===== src/rtl/rca_pkg.sv =====
// Shared constants, state encoding and width helper for the nibble-serial
// ripple-carry word sequencer.
package rca_pkg;

    localparam int NIB_W = 4;

    typedef enum logic [1:0] {
        ST_IDLE = 2'd0,
        ST_ADD  = 2'd1,
        ST_DONE = 2'd2
    } rca_state_t;

    function automatic int clog2(input int v);
        int r;
        int x;
        r = 0;
        x = v - 1;
        while (x > 0) begin
            r++;
            x = x >> 1;
        end
        return r;
    endfunction

endpackage


===== src/rtl/rca_seq_ctrl.sv =====
// Control FSM for the word sequencer: handshake generation, nibble counter
// and the one-pass-per-nibble ADD phase.
module rca_seq_ctrl
    import rca_pkg::*;
#(
    parameter int NUM_NIB = 4,
    parameter int CNT_W   = 2
) (
    input  logic clk,
    input  logic rst,
    input  logic in_valid,
    input  logic out_ready,
    output logic in_ready,
    output logic accept,
    output logic add_en,
    output logic last,
    output logic out_valid
);

    rca_state_t       state_q, state_d;
    logic [CNT_W-1:0] cnt_q, cnt_d;
    logic             ov_q, ov_d;

    always_ff @(posedge clk or posedge rst) begin
        if (rst) begin
            state_q <= ST_IDLE;
            cnt_q   <= '0;
            ov_q    <= 1'b0;
        end else begin
            state_q <= state_d;
            cnt_q   <= cnt_d;
            ov_q    <= ov_d;
        end
    end

    always_comb begin
        state_d  = state_q;
        cnt_d    = cnt_q;
        ov_d     = ov_q;
        in_ready = 1'b0;
        accept   = 1'b0;
        add_en   = 1'b0;
        last     = 1'b0;
        case (state_q)
            ST_IDLE: begin
                in_ready = 1'b1;
                if (in_valid) begin
                    accept  = 1'b1;
                    cnt_d   = '0;
                    state_d = ST_ADD;
                end
            end
            ST_ADD: begin
                add_en = 1'b1;
                cnt_d  = cnt_q + 1'b1;
                if (cnt_q == CNT_W'(NUM_NIB - 1)) begin
                    last    = 1'b1;
                    state_d = ST_DONE;
                end
            end
            ST_DONE: begin
                // out_valid rises one cycle after entry; leave only on a completed handshake
                if (!ov_q) begin
                    ov_d = 1'b1;
                end else if (out_ready) begin
                    ov_d    = 1'b0;
                    state_d = ST_IDLE;
                end
            end
            default: state_d = ST_IDLE;
        endcase
    end

    assign out_valid = ov_q;

endmodule


===== src/rtl/rca_word_sequencer.sv =====
// Word-wide adder built from an external 4-bit ripple-carry adder, one nibble
// per cycle LSB first. Optional overflow flag: define RCA_SEQ_OVF_FLAG_EN.
module rca_word_sequencer
    import rca_pkg::*;
#(
    parameter int WORD_W = 16
) (
    input  logic              clk,
    input  logic              rst,
    input  logic              in_valid,
    output logic              in_ready,
    input  logic [WORD_W-1:0] op_a,
    input  logic [WORD_W-1:0] op_b,
    input  logic              op_cin,
    output logic              out_valid,
    input  logic              out_ready,
    output logic [WORD_W-1:0] out_sum,
    output logic              out_cout,
    output logic [NIB_W-1:0]  add_a,
    output logic [NIB_W-1:0]  add_b,
    output logic              add_cin,
    input  logic [NIB_W-1:0]  add_sum,
    input  logic              add_cout
`ifdef RCA_SEQ_OVF_FLAG_EN
   ,output logic              out_ovf
`endif
);

    localparam int NUM_NIB = WORD_W / NIB_W;
    localparam int CNT_W   = (clog2(NUM_NIB) < 1) ? 1 : clog2(NUM_NIB);

    logic              accept, add_en, last;
    logic [WORD_W-1:0] a_sh, b_sh, res, res_nxt;
    logic              carry;

    rca_seq_ctrl #(
        .NUM_NIB (NUM_NIB),
        .CNT_W   (CNT_W)
    ) u_ctrl (
        .clk       (clk),
        .rst       (rst),
        .in_valid  (in_valid),
        .out_ready (out_ready),
        .in_ready  (in_ready),
        .accept    (accept),
        .add_en    (add_en),
        .last      (last),
        .out_valid (out_valid)
    );

    // Adder inputs come straight from registers; no input-to-adder comb path
    assign add_a   = a_sh[NIB_W-1:0];
    assign add_b   = b_sh[NIB_W-1:0];
    assign add_cin = carry;

    // Sum nibbles enter at the top and walk down, so after NUM_NIB passes the word is aligned
    assign res_nxt = (res >> NIB_W) | (WORD_W'(add_sum) << (WORD_W - NIB_W));

    always_ff @(posedge clk or posedge rst) begin
        if (rst) begin
            a_sh     <= '0;
            b_sh     <= '0;
            res      <= '0;
            carry    <= 1'b0;
            out_sum  <= '0;
            out_cout <= 1'b0;
        end else begin
            if (accept) begin
                a_sh  <= op_a;
                b_sh  <= op_b;
                carry <= op_cin;
            end else if (add_en) begin
                a_sh  <= a_sh >> NIB_W;
                b_sh  <= b_sh >> NIB_W;
                carry <= add_cout;
                res   <= res_nxt;
            end
            if (last) begin
                out_sum  <= res_nxt;
                out_cout <= add_cout;
            end
        end
    end

`ifdef RCA_SEQ_OVF_FLAG_EN
    logic a_msb, b_msb;

    always_ff @(posedge clk or posedge rst) begin
        if (rst) begin
            a_msb   <= 1'b0;
            b_msb   <= 1'b0;
            out_ovf <= 1'b0;
        end else begin
            if (accept) begin
                a_msb <= op_a[WORD_W-1];
                b_msb <= op_b[WORD_W-1];
            end
            if (last) begin
                out_ovf <= (a_msb == b_msb) && (res_nxt[WORD_W-1] != a_msb);
            end
        end
    end
`endif

endmodule


===== config.mk =====
export PLATFORM = sky130hd
export DESIGN_NAME = rca_word_sequencer
export DESIGN_NICKNAME = d
export VERILOG_FILES = /design/src/rtl/rca_pkg.sv /design/src/rtl/rca_seq_ctrl.sv /design/src/rtl/rca_word_sequencer.sv
export SDC_FILE = /design/constraint.sdc
export NUM_CORES = 1
export LEC_CHECK = 0
export BUFFER_PORTS_ARGS = -buffer_cell sky130_fd_sc_hd__buf_2
export CAP_MARGIN = 25
export CORE_MARGIN = 5
export CORE_UTILIZATION = 53
export CTS_CLUSTER_SIZE = 16
export DETAILED_ROUTE_END_ITERATION = 10
export PLACE_DENSITY = 0.79
export SLEW_MARGIN = 10
export SYNTH_ARGS = -nofsm -noshare
export SYNTH_HDL_FRONTEND = slang
export SYNTH_SLANG_ARGS = --single-unit
export TNS_END_PERCENT = 30

===== constraint.sdc =====
create_clock -name clk -period 2.41 [get_ports clk]
set_input_delay 0.1205 -clock clk [delete_from_list [all_inputs] [get_ports clk]]
set_output_delay 0.1205 -clock clk [all_outputs]
set_load 0.03 [all_outputs]

# Word level (Yosys, flattened, before mapping)
# Index checks and enable logic that the tools add are counted.
# word_totals
ff_bits	71
input_bits	42
output_inout_bits	28
elab_cells	46
# op_classes
add_sub_neg	1
n_eq_ne	7
mux	21
bitwise_logic	2
reduce_logical	6
# ops
op	n
$mux W16	4
$or A12 B16 Y16	1
$mux W1	10
$mux W2	5
$pmux W2 S3	1
$eq A2 B2 Y1 const B	2
$ne A2 B1 Y1 const B	2
$ne A2 B2 Y1 const B	2
$pmux W2 S2	1
$reduce_and A2 Y1	2
$reduce_and A4 Y1	1
$reduce_bool A2 Y1	2
$add A2 B1 Y2 const B	1
$eq A2 B1 Y1 const B	1
$logic_not A2 Y1	1
$not A1 Y1	1

# Longest topological paths before layout
# Gate-level depths: netlist of the first run.
# logic_depth
ltp_word	4
depth_mapped	6
ltp_nobuf	3

# Modules after synthesis
# A second synthesis of the first run with hierarchy kept.
# unflattened
cells_unflattened	235
hier_area_um2	2939.1
# by_module_without_submodules
mod	instances	cells_per_inst	area_per_inst_um2	seq_area_each_um2
rca_word_sequencer	1	214	2680.1	1551.5
rca_seq_ctrl	1	21	259.0	125.1

# Least setup slack after synthesis of the first run
# OpenSTA, ideal clock, no wires.
# synth_timing
path_type	reg-to-reg
start	reg u_ctrl.cnt_q[0]
end	reg out_sum[0]
setup_time_ps	125
arrival_ps	1187
required_time_ps	2285
slack_ps	1098
stages_incl_launch_ff	5
n_path_buf	1
synth_period_minus_slack_ps	1312
cell_sequence	dfrtp_1 ha_1 nand2_4 buf_6 mux2_4
# synth_via
elab_chain_cells	3
# synth_lines
element	line	rtl
start: declaration	rca_seq_ctrl.sv:21	logic [CNT_W-1:0] cnt_q, cnt_d;
start signal: assignment	rca_seq_ctrl.sv:31	cnt_q <= cnt_d;
$eq A2 B2 Y1	rca_seq_ctrl.sv:56	if (cnt_q == CNT_W'(NUM_NIB - 1)) begin
$mux W1	rca_seq_ctrl.sv:56	
$mux W1	rca_seq_ctrl.sv:44	case (state_q)
end signal: assignment	rca_word_sequencer.sv:79	out_sum <= res_nxt;
end: declaration	rca_word_sequencer.sv:17	output logic [WORD_W-1:0] out_sum,
# Every way passes these cells.
# A chain may end at the register's enable or synchronous reset.

# Worst setup path in the final report of the first run
# layout_timing
start	reg u_ctrl.state_q[1]
end	reg b_sh[7]
# layout_via
elab_chain_cells	3
word_cells_on_any_way	6
cone_classes	eq/ne: 1; mux: 3; reduce/logical: 2
# layout_lines
element	line	rtl
start: declaration	rca_seq_ctrl.sv:20	rca_state_t state_q, state_d;
start signal: assignment	rca_seq_ctrl.sv:30	state_q <= state_d;
$eq A2 B1 Y1 / $logic_not A2 Y1 (equally long branches)	rca_seq_ctrl.sv:44	
$mux W1	rca_seq_ctrl.sv:44	
$reduce_bool A2 Y1 (no source line) / $mux W16 (equally long branches)	--	
end signal: assignment	rca_word_sequencer.sv:70	b_sh <= op_b;
end signal: assignment	rca_word_sequencer.sv:74	b_sh <= b_sh >> NIB_W;
end: declaration	rca_word_sequencer.sv:33	logic [WORD_W-1:0] a_sh, b_sh, res, res_nxt;
# Several ways; a longest one is shown, not always the timed one.

==> results of run 1 <==
## cells by family (layout without fill, tap and decap cells)
family	Yosys count	count (layout)	synth area share (%)
AOI/OAI and AO/OA	51	51	11.5
adders and majority gates	1	1	0.421
buffers and inverters	31	99	6.49
DFF	67	67	56.5
muxes	17	17	7.59
and+or+nand+nor	113	113	17.5
## power breakdown
part	total, mW	switching (mW)	internal (mW)
clock network	1.14	0.423	0.713
logic	2.40	1.47	0.929
registers	2.07	0.395	1.67
## synth_stat cells (2+ instances only)
cell type	n
mux2_2	8
dfrtp_1	67
nor3_1	45
a22o_1	4
nand2_1	44
o21ai_0	11
nor2_1	15
o32ai_1	9
nand2b_1	2
buf_6	3
clkbuf_1	6
inv_1	2
buf_2	7
buf_4	12
mux2_4	9
o22ai_1	22
nor3b_1	3
## per-stage QoR
step | hold slack (ns) | cell area, um^2 | power [mW]
finish | 0.0182 | 3580 | 5.60
floorplan | 0.226 | 2970 | 3.99
detailed placement | 0.335 | 3270 | 4.47
global placement | 0.332 | 3270 | 4.36
global route | 0.0173 | 3580 | 5.96
CTS | 0.0133 | 3580 | 5.62
## worst reg2reg max path, stage by stage (launching register included)
cell and delay (ns):
dfrtp_1 0.63, nand2b_1 0.55, buf_4 0.29, nor3_1 0.07, nor3_1 0.21
## registers in the layout, summed over array words and instances, names as in the netlist, 2 cells and up
name,cells
b_sh,16
u_ctrl.cnt_q,2
a_sh,16
res,12
u_ctrl.state_q,2
out_sum,16
## repair_timing
item | 4_1_cts | 5_1_grt
hold endpoints to repair | 7 | 0
hold buffers | 7 | 0
buffers inserted | 0 | 0
gates resized for setup | 0 | 0
## routing by layer
layer / share of wire [%] / up-vias / routed length (um) / track usage, %
met5: 0 / - / 0 / 0
met4: 2.3 / 0 / 150 / 10.8
met3: 5.4 / 14 / 345 / 4.37
met2: 46 / 60 / 2960 / 28.7
met1: 46 / 1117 / 2960 / 24.7
li1: - / 1121 / - / -
## area by class of cell
class / instances / area share [%]
Tap cell: 72 / 2.52
Sequential cell: 67 / 46.8
Inverter: 2 / 0.210
Timing Repair Buffer: 81 / 13.0
Clock inverter: 5 / 2.80
Multi-Input combinational cell: 182 / 30.7
Clock buffer: 11 / 3.95
## final timing paths
check	from	to	slack, ns	cells after the start
max in group asynchronous	rst	b_sh[0]	1.85	3
min reg2reg	res[5]	res[5]	0.48	2
max	u_ctrl.state_q[1]	b_sh[7]	0.56	4
min in group clk	op_b[12]	b_sh[12]	0.02	3
min	rst	res[9]	0.02	3
max reg2reg	u_ctrl.state_q[1]	b_sh[7]	0.56	4
==> summary.txt, run 1 <==
Finish
  – Post-Route Utilization: about two thirds
  – Fin nets: 386
  – Most frequent cells in the layout: buf_2, dfrtp_1, nor3_1
  – Filler cells: approximately 450
  – Commonest non-fill, non-tap cell in the layout: buf_2
  – Count of non-filler cells in the finished layout: 420
  – N_diodes: 0
  – Register area: 1680 um^2
  – Multi-input logic area: about 1100 um^2
  – Share of cells above drive strength 1: approximately a third
  – P&R area growth vs syn: 20.6%

Synthesis
  – Main synth FF type: dfrtp_1
  – Asr flop ratio synth: 100%
  – Mapped cell area: approximately 3000 um^2
  – Register area share after synthesis: between 50% and 60%
  – Synth area leaders: dfrtp_1, nor3_1, nand2_1
  – Post-Synthesis Cells: 280
  – Ys Warns: 0
  – Post-synth EDFFs: 0
  – Area leader, netlist: dfrtp_1
  – Syn_area_per_cell: 10.6 um^2
  – Synthesized Nets: 323
  – Share of the synthesized area in the top cell type: ~56%
  – Seq cells post-synth: 67
  – Library cells used by synthesis: 28

Clock tree
  – Clock slew at reported path FFs: 0.07 ns
  – TritonCTS Sinks: 67
  – Worst-case clock buffer depth: 2
  – Clk root buf: clkbuf_8
  – CTS tree: done
  – H-tree Lvls: 3
  – Worst-Skew Late Latency: around 0.34 ns
  – CTS Buf Count: 9

Die
  – Core ar.: between 5000 and 6000 um^2
  – Die Area: 7200 um^2
  – # IOs: 70
  – Die W: between 80 and 90 um
  – Rows: 27
  – Starting Density: between 50% and 60%
  – Die height: 84.8 um

Critical path
  – Startpoint types: flop
  – Crit path cell chain: nand2b_1, buf_4, nor3_1, nor3_1
  – CP Class: flop to flop
  – Critical path's most frequent cell: nor3_1
  – CP peak stage delay: approximately 0.63 ns
  – CP Capture Type: flop
  – Slowest cell on crit path: dfrtp_1
  – Worst path buffer plus inverter count: 1
  – Kind of cell adding the most delay to the critical path: simple AND/OR/NAND/NOR gates
  – Critical Path AT: 2.09 ns
  – Critical path peak fanout: 16
  – Critical Path RT: ~2.7 ns

Power and ir drop
  – Static Leak: around 1.7 nW
  – Power per cell area: about 1600 nW/um^2
  – Peak VDD IR: a little under 0.9 mV

Timing
  – Worst-Margin Slew: about 0.83 ns
  – Final Hold Viols: 0
  – Setup TNS: 0 ns
  – Peak clock frequency supported by timing: approximately 540 MHz
  – Setup violations, final: 0
  – Minimum clock period: 1.85 ns
  – Slew headroom: between 40% and 50%
  – Clk_skew: between 0.006 and 0.007 ns
  – Fin. max-slew vios: 0
  – Period utilization: ~77%
  – RSZ-0062 raised after global routing: no
  – Worst Slack Setup Final: ~0.56 ns

Placed design
  – Post-DP HPWL: approximately 4.3 mm
  – Buffers on Ports: 69
  – Placed Cells: 397
  – Worst slack at placement: about 0.6 ns
  – Routability cong.: roughly 0.79

Global route
  – Antenna violations before repair: 0
  – GRT overflow: 0
  – First-pass GRT wire length: 10.9 mm
  – Total GRT Usage: 18.8%
  – Largest net degree at the start of global routing: 68
  – Vias in the first global route: between 2000 and 2500

Route
  – Vias per cell: about 5.5
  – WL final: roughly 6.4 mm
  – Routed len/inst: between 15 and 20 um
  – DRT iter0 DRCs: slightly above 100
  – Drt pass-1 iters: 4
  – Drc violations: 0
  – ANT nets after route: 0
  – Vias post-DR: between 2000 and 2500

Hold path
  – Hold Crit Class: input pin to async pin

Run status
  – Status: completed

Flow run
  – Max Cap Violations: 0
Note: power is estimated with default switching activity, not from simulation.
==> run 2, diff against run 1 <==
==> constraint.sdc (replaced) <==
create_clock -name clk -period 1.9 [get_ports clk]
set_input_delay 0.095 -clock clk [delete_from_list [all_inputs] [get_ports clk]]
set_output_delay 0.095 -clock clk [all_outputs]
set_load 0.03 [all_outputs]
==> summary.txt, run 2 (synthesized netlist as in run 1, its figures left out) <==
Run status
  – Status: completed

Clock tree
  – CTS Buf Count: 9
  – Worst-Skew Late Latency: around 0.33 ns
  – Worst-case clock buffer depth: 2
  – # Post-CTS Setup Buffers: 0
  – H-tree Lvls: 3
  – CTS tree: done
  – TritonCTS Sinks: 67
  – Clock slew at reported path FFs: about 0.060 ns
  – Clk root buf: clkbuf_8

Global route
  – Total GRT Usage: about a fifth
  – Vias in the first global route: roughly 2400
  – First-pass GRT wire length: 11.4 mm
  – Largest net degree at the start of global routing: between 50 and 60
  – Antenna violations before repair: 0
  – GRT overflow: 0

Die
  – Die Area: just over 7000 um^2
  – Die W: 84.8 um
  – # IOs: 70
  – Starting Density: between 50% and 60%
  – Die height: 84.8 um
  – Rows: 27
  – Core ar.: between 5000 and 6000 um^2

Route
  – Vias post-DR: 2310
  – Drc violations: 0
  – ANT nets after route: 0
  – Routed len/inst: between 15 and 20 um
  – WL final: 6.54 mm
  – Drt pass-1 iters: 4
  – DRT iter0 DRCs: 220
  – Vias per cell: ~5.5

Timing
  – Hold_ws: a little under 0.005 ns
  – Worst-Margin Slew: around 0.46 ns
  – Period utilization: approximately 76%
  – Fin. max-slew vios: 0
  – Minimum clock period: about 1.5 ns
  – Slew headroom: between 60 and 70%
  – Setup violations, final: 0
  – Worst Slack Setup Final: ~0.45 ns
  – RSZ-0062 raised after global routing: no
  – Final Hold Viols: 0
  – Setup TNS: 0 ns
  – Clk_skew: 0.00589 ns
  – Peak clock frequency supported by timing: approximately 690 MHz

Critical path
  – Critical Path RT: around 2.1 ns
  – Critical Path AT: between 1.5 and 2 ns
  – Critical path peak fanout: 52
  – Startpoint types: flop
  – CP Capture Type: flop
  – CP Class: flop to flop

Power and ir drop
  – Static Leak: ~1.7 nW
  – Peak VDD IR: ~1.2 mV
  – Overall Power: about 6.6 mW
  – Power per cell area: approximately 1900 nW/um^2

Finish
  – P&R area growth vs syn: 18.7%
  – Top flop regs: a_sh x16, b_sh x16, out_sum x16
  – Fin nets: 392
  – Multi-input logic area: approximately 1100 um^2
  – N_diodes: 0
  – Register area: 1680 um^2
  – Most frequent cells in the layout: buf_2, dfrtp_1, nor3_1
  – Share of cells above drive strength 1: 31.7%
  – Commonest non-fill, non-tap cell in the layout: buf_2
  – Filler cells: 472

Placed design
  – Buffers on Ports: a little under 70
  – Worst slack at placement: between 0.4 and 0.5 ns
  – Post-DP HPWL: 4.56 mm
  – Routability cong.: just under 0.8

Hold path
  – Hold Crit Class: input pin to flop

Flow run
  – Max Cap Violations: 0
-- run 2: cell count changes in the layout (fill, tap and decap cells not counted), sizes merged --
cell,delta
bufinv,-3
clkinv,-1
dlygate4sd3,+1
buf,+5
-- run 2: layout make-up --
type                            instances  area share [%]
Timing Repair Buffer                   87            14.6
Inverter                                2           0.213
Clock buffer                           11            3.73
Sequential cell                        67            47.6
Multi-Input combinational cell        182            31.2
Clock inverter                          1           0.142
Tap cell                               72            2.56
-- run 2: critical path, cell delays in order (launching register included) --
cell	delay, ns
dfrtp_1	0.45
buf_12	0.22
or2_2	0.39
o32ai_1	0.17
nor2_1	0.08
-- run 2: power by group --
| part | switching (mW) | internal, mW |
|---|---|---|
| clock | 0.462 | 0.442 |
| combinational | 1.90 | 1.22 |
| sequential | 0.479 | 2.12 |
-- run 2: timing repair --
action | CTS | global route
endpoints found under the hold margin | 22 | 0
hold buffers | 8 | 0
resized for setup | 0 | 0
-- run 2: worst paths after layout --
path / startpoint / endpoint / slack [ns] / depth (start not counted)
worst max-delay path: u_ctrl.state_q[0] / a_sh[3] / 0.45 / 4
worst min-delay path: op_a[15] / a_sh[15] / 0.005 / 3
worst max register to register: u_ctrl.state_q[0] / a_sh[3] / 0.45 / 4
worst min register to register: res[7] / res[7] / 0.48 / 2
max in group asynchronous: rst / b_sh[9] / 0.93 / 4
min in group asynchronous: rst / out_sum[3] / 0.27 / 3
-- run 2: routing by layer --
metal | vias up | share of wire (%) | track usage, %
li1 | 1126 | - | -
met1 | 1100 | 44 | 27.4
met2 | 71 | 47 | 29.5
met3 | 13 | 6.1 | 6.02
met4 | 0 | 2.4 | 7.77
met5 | - | 0 | 0
-- run 2: metrics by stage --
step / std cells / cell area, um^2 / utilization (%)
finish: 422 / 3520 / 64.4
global route: 422 / 3520 / 64.4
CTS: 422 / 3520 / 64.4
detailed placement: 402 / 3310 / 60.4
global placement: 402 / 3310 / 60.4
floorplan: 280 / 2970 / -
